[src/rtl/nibble_serial_sub.sv]
// Nibble-serial subtractor: a - b - bin over NIBBLES cycles, one 4-bit
// carry-lookahead slice per cycle, with valid/ready handshakes on both sides.
module nibble_serial_sub #(
   parameter int NIBBLES = 4
) (
   input  logic                   clk,
   input  logic                   rst_n,
   input  logic                   in_valid,
   output logic                   in_ready,
   input  logic [4*NIBBLES-1:0]   a,
   input  logic [4*NIBBLES-1:0]   b,
   input  logic                   bin,
   output logic                   out_valid,
   input  logic                   out_ready,
   output logic [4*NIBBLES-1:0]   diff,
   output logic                   bout,
   output logic                   zero,
   output logic                   ovf,
   output logic [1:0]             dbg_state
);

   // Handshakes: a transfer happens on a rising edge where valid and ready
   // are both high; in_ready is high only in IDLE, out_valid only in DONE.
   localparam int W  = 4 * NIBBLES;
   localparam int KW = (NIBBLES > 1) ? $clog2(NIBBLES) : 1;
   localparam logic [KW-1:0] K_LAST = KW'(NIBBLES - 1);

   localparam logic [1:0] S_IDLE = 2'd0;
   localparam logic [1:0] S_CALC = 2'd1;
   localparam logic [1:0] S_DONE = 2'd2;

   logic [1:0]    state;
   logic [KW-1:0] k;
   logic [W-1:0]  a_r;
   logic [W-1:0]  b_r;
   logic          c_r;

   logic [3:0]    an;
   logic [3:0]    bn;
   logic [3:0]    g;
   logic [3:0]    p;
   logic [3:0]    d;
   logic [4:0]    c;
   logic [W-1:0]  diff_nxt;

   assign in_ready  = (state == S_IDLE);
   assign out_valid = (state == S_DONE);
   assign dbg_state = state;

   // Subtraction as a + ~b + ~bin; carries are fully flattened per slice.
   always_comb begin
      an   = a_r[{k, 2'b00} +: 4];
      bn   = ~b_r[{k, 2'b00} +: 4];
      g    = an & bn;
      p    = an ^ bn;
      c[0] = c_r;
      c[1] = g[0] | (p[0] & c[0]);
      c[2] = g[1] | (p[1] & g[0]) | (p[1] & p[0] & c[0]);
      c[3] = g[2] | (p[2] & g[1]) | (p[2] & p[1] & g[0])
           | (p[2] & p[1] & p[0] & c[0]);
      c[4] = g[3] | (p[3] & g[2]) | (p[3] & p[2] & g[1])
           | (p[3] & p[2] & p[1] & g[0])
           | (p[3] & p[2] & p[1] & p[0] & c[0]);
      d    = p ^ c[3:0];
      diff_nxt = diff;
      diff_nxt[{k, 2'b00} +: 4] = d;
   end

   always_ff @(posedge clk or negedge rst_n) begin
      if (!rst_n) begin
         state <= S_IDLE;
         k     <= '0;
         a_r   <= '0;
         b_r   <= '0;
         c_r   <= 1'b0;
         diff  <= '0;
         bout  <= 1'b0;
         zero  <= 1'b0;
         ovf   <= 1'b0;
      end else begin
         case (state)
            S_IDLE: begin
               if (in_valid) begin
                  a_r   <= a;
                  b_r   <= b;
                  c_r   <= ~bin;
                  k     <= '0;
                  state <= S_CALC;
               end
            end
            S_CALC: begin
               diff <= diff_nxt;
               c_r  <= c[4];
               if (k == K_LAST) begin
                  // Flags are derived from the completed result in the same edge.
                  bout  <= ~c[4];
                  zero  <= (diff_nxt == '0);
                  ovf   <= (a_r[W-1] != b_r[W-1]) && (diff_nxt[W-1] != a_r[W-1]);
                  k     <= '0;
                  state <= S_DONE;
               end else begin
                  k <= k + 1'b1;
               end
            end
            S_DONE: begin
               if (out_ready) state <= S_IDLE;
            end
            default: state <= S_IDLE;
         endcase
      end
   end

endmodule

[config.mk]
export PLATFORM = sky130hd
export DESIGN_NAME = nibble_serial_sub
export DESIGN_NICKNAME = d
export VERILOG_FILES = /design/src/rtl/nibble_serial_sub.sv
export SDC_FILE = /design/constraint.sdc
export NUM_CORES = 1
export LEC_CHECK = 0
export CAP_MARGIN = 5
export CORE_UTILIZATION = 50
export CTS_CLUSTER_DIAMETER = 80
export DETAILED_ROUTE_END_ITERATION = 12
export PLACE_DENSITY = 0.79
export SYNTH_ARGS = -nofsm -noshare
export SYNTH_HDL_FRONTEND = slang
export SYNTH_SLANG_ARGS = --single-unit
[constraint.sdc]
create_clock -name clk -period 3.7 [get_ports clk]
set_input_delay 0.74 -clock clk [delete_from_list [all_inputs] [get_ports clk]]
set_output_delay 0.74 -clock clk [all_outputs]
set_load 0.02 [all_outputs]
==> run metrics <==
global-route wire length before repair 10.1 mm; Pint 1.92 mW; vias per cell 5.28; Clock Power Share 9.9%; synth warn 0; layout cells sized above 1 7.12%; final slew viol count 0; WHS Path Cells 2; clk_lat worst skew 0.31 ns; DP Area 0.00344 sq mm; Worst setup SP type flop; CTS root buffer clkbuf_8; sequential share of power 31.6%; Clock Skews 0.00592 ns; CP peak stage delay 0.92 ns; final core utilization 67.4%; CTS tree done; Worst path slowest cell dfrtp_1; Tcrit/Tclk final 85.8%; row count 26; IO buf count 59; crit path max fanout 20; worst slew pin tran 0.872 ns; power per cell area 984 mW/mm^2; core area 0.00524 sq mm; fillers 430; die height 76.6 microns; die area 0.00587 sq mm; grt ovf 0; min Tclk post-route 3.17 ns; drt first pass iters 4; P_leak 1.67 nW; number of H-tree levels 2; prevailing post-synth register cell dfrtp_1; slew margin rel. 41.9%; Comb power frac 58.5%; worst-path cell chain mux4_2 -> ha_1 -> a41o_1 -> a21oi_2 -> xor2_2 -> or4_1 -> nand3_1; cell area after synthesis 0.00279 sq mm; Post-Syn Area per Cell 9.54 sq um; post-synth cell types 41; FF-to-FF path depth 7; dpl hpwl 4.24 mm; area delta synth->final 26.8%; number of buffers created by CTS 5; Detailed Route Iter0 Violations 178; max-cap viol count 0; net count after synthesis 341; Final TNS setup 0 ns; Reg clk slew, reported paths 0.10 ns; CP Class flop to flop; WL/cell 13.6 microns; switching part of the total 44.8%; Power, Total 3.47 mW; DIE WIDTH 76.6 microns; GRT Resource Usage Total 22.0%; Psw 1.55 mW; Required @ worst endpoint 3.95 ns; post-route cell area 0.00353 sq mm; worst vdd ir 0.436 mV; Initial Util 53.2%; CTS Hold Buffers Added 0; fmax 0.315 GHz; CP Capture Type flop; final setup fails 0; Longest Clk Path Bufs 2; CTS resizes 0; nets@finish 399; Yosys reg bits 56; Final Hold Viols 0; arrival time at the worst endpoint 3.43 ns; io pins 60; DRC errors left 0; clk sinks 56; Post-CTS Setup Bufs 0; register area share after synthesis 50.3%; largest net degree at the start of global routing 37; ANT cells 0; run status finished clean; RePlAce Congestion 0.891; Hold Crit Class flop to flop; Mapped Cells 292; via count 2,222; final WL 5.72 mm; initial antenna violation count 0; vias in the first global route 2,212; number of synthesized flops with an enable pin 0; Async S/R FF share, synth 100%; RSZ-0062 raised after global routing no; post-route ant nets 0
-- critical path: cells and delay by family (launching register included) --
family,cells,cell delay [ns]
flip-flops,1,0.92
adder cells (fa/ha/maj),1,0.38
XOR/XNOR,1,0.13
multiplexers,1,0.60
AND/OR/NAND/NOR,2,0.61
AO/OA/AOI/OAI,2,0.46
-- worst paths after layout --
check	from	end	slack (ns)
min reg2reg	b_r[9]$_DFFE_PN0P_	b_r[9]$_DFFE_PN0P_	0.48
max	k[0]$_DFFE_PN0P_	ovf$_DFFE_PN0P_	0.53
max reg2reg	k[0]$_DFFE_PN0P_	ovf$_DFFE_PN0P_	0.53
min in group asynchronous	rst_n	diff[5]$_DFFE_PN0P_	0.49
max in group asynchronous	rst_n	diff[3]$_DFFE_PN0P_	2.44
min	b_r[9]$_DFFE_PN0P_	b_r[9]$_DFFE_PN0P_	0.48
-- cells in the final DEF (no fill, tap or decap), types with 2 or more instances in the layout --
cell	count
nand2_1	117
clkdlybuf4s50_1	58
dfrtp_1	56
nor2_1	12
ha_1	11
inv_1	9
o31ai_1	9
mux4_2	8
o21ai_0	7
a22o_1	6
clkbuf_8	6
nand2b_1	4
a21oi_1	4
buf_4	4
nor4_1	3
nand3_1	3
nor2b_1	2
a21o_1	2
xnor2_1	2
xor2_1	2
mux2i_1	2
clkinv_2	2
-- flip-flops by register name, summed over array words and instances, names as in the netlist --
register / cells
bout: 1
c_r: 1
ovf: 1
a_r: 16
k: 2
diff: 16
zero: 1
dbg_state: 2
b_r: 16
-- cell usage after synthesis (all sizes together), types with 2 or more instances --
| master | instances | share of area [%] |
|---|---|---|
| a21o | 2 | 0.54 |
| a21oi | 5 | 1.0 |
| a22o | 6 | 1.9 |
| buf | 3 | 0.54 |
| clkbuf | 9 | 1.2 |
| dfrtp | 56 | 50 |
| ha | 11 | 4.9 |
| inv | 9 | 1.2 |
| mux2i | 2 | 0.72 |
| mux4 | 8 | 6.5 |
| nand2 | 117 | 16 |
| nand2b | 4 | 0.90 |
| nand3 | 3 | 0.54 |
| nor2 | 12 | 1.6 |
| nor2b | 2 | 0.45 |
| nor4 | 3 | 0.67 |
| o21ai | 7 | 1.3 |
| o31ai | 9 | 2.4 |
| xnor2 | 2 | 0.63 |
| xor2 | 3 | 1.2 |
-- per-stage QoR --
step	instances	hold slack (ns)	setup WS (ns)
after global routing	421	0.509	0.291
after detailed placement	413	0.459	0.539
after floorplan	292	0.440	0.788
after CTS	421	0.483	0.503
after global placement	413	0.455	0.590
final	421	0.481	0.525
-- cell families after synthesis --
family / count (synthesis) / share of synthesized area (%)
and+or+nand+nor: 152 / 22.9
DFF: 56 / 50.3
AOI/OAI and AO/OA: 36 / 9.16
buffers and inverters: 21 / 2.96
adders and majority gates: 12 / 5.66
muxes: 10 / 7.19
xor gates and xnor gates: 5 / 1.84
-- per-layer routing --
metal,part of all wire [%],up-vias,GRT usage (%),routed length [microns]
met5,0,-,0,0
met4,1.5,0,7.50,86
met3,4.0,9,4.31,228
met2,49,73,36.3,2790
met1,46,1046,29.0,2620
li1,-,1094,-,-
-- power by group through the flow --
stage	clock network, mW	logic (mW)	registers (mW)
2_1_floorplan	0	1.39	1.10
3_3_place_gp	0	1.97	1.11
3_5_place_dp	0	2.02	1.11
4_1_cts	0.352	2.03	1.10
5_1_grt	0.376	2.25	1.14
6_report	0.343	2.03	1.10
-- cell type report --
class	instances	area (sq um)	share of cell area [%]
sequential	56	1400	39.7
tap	70	87.6	2.48
timing repair buffer	63	616	17.4
clock buffer	6	82.6	2.34
inverter	9	33.8	0.956
clock inverter	2	10.0	0.283
multi-input combinational	215	1300	36.8
Power figures use the tool's default switching activity.
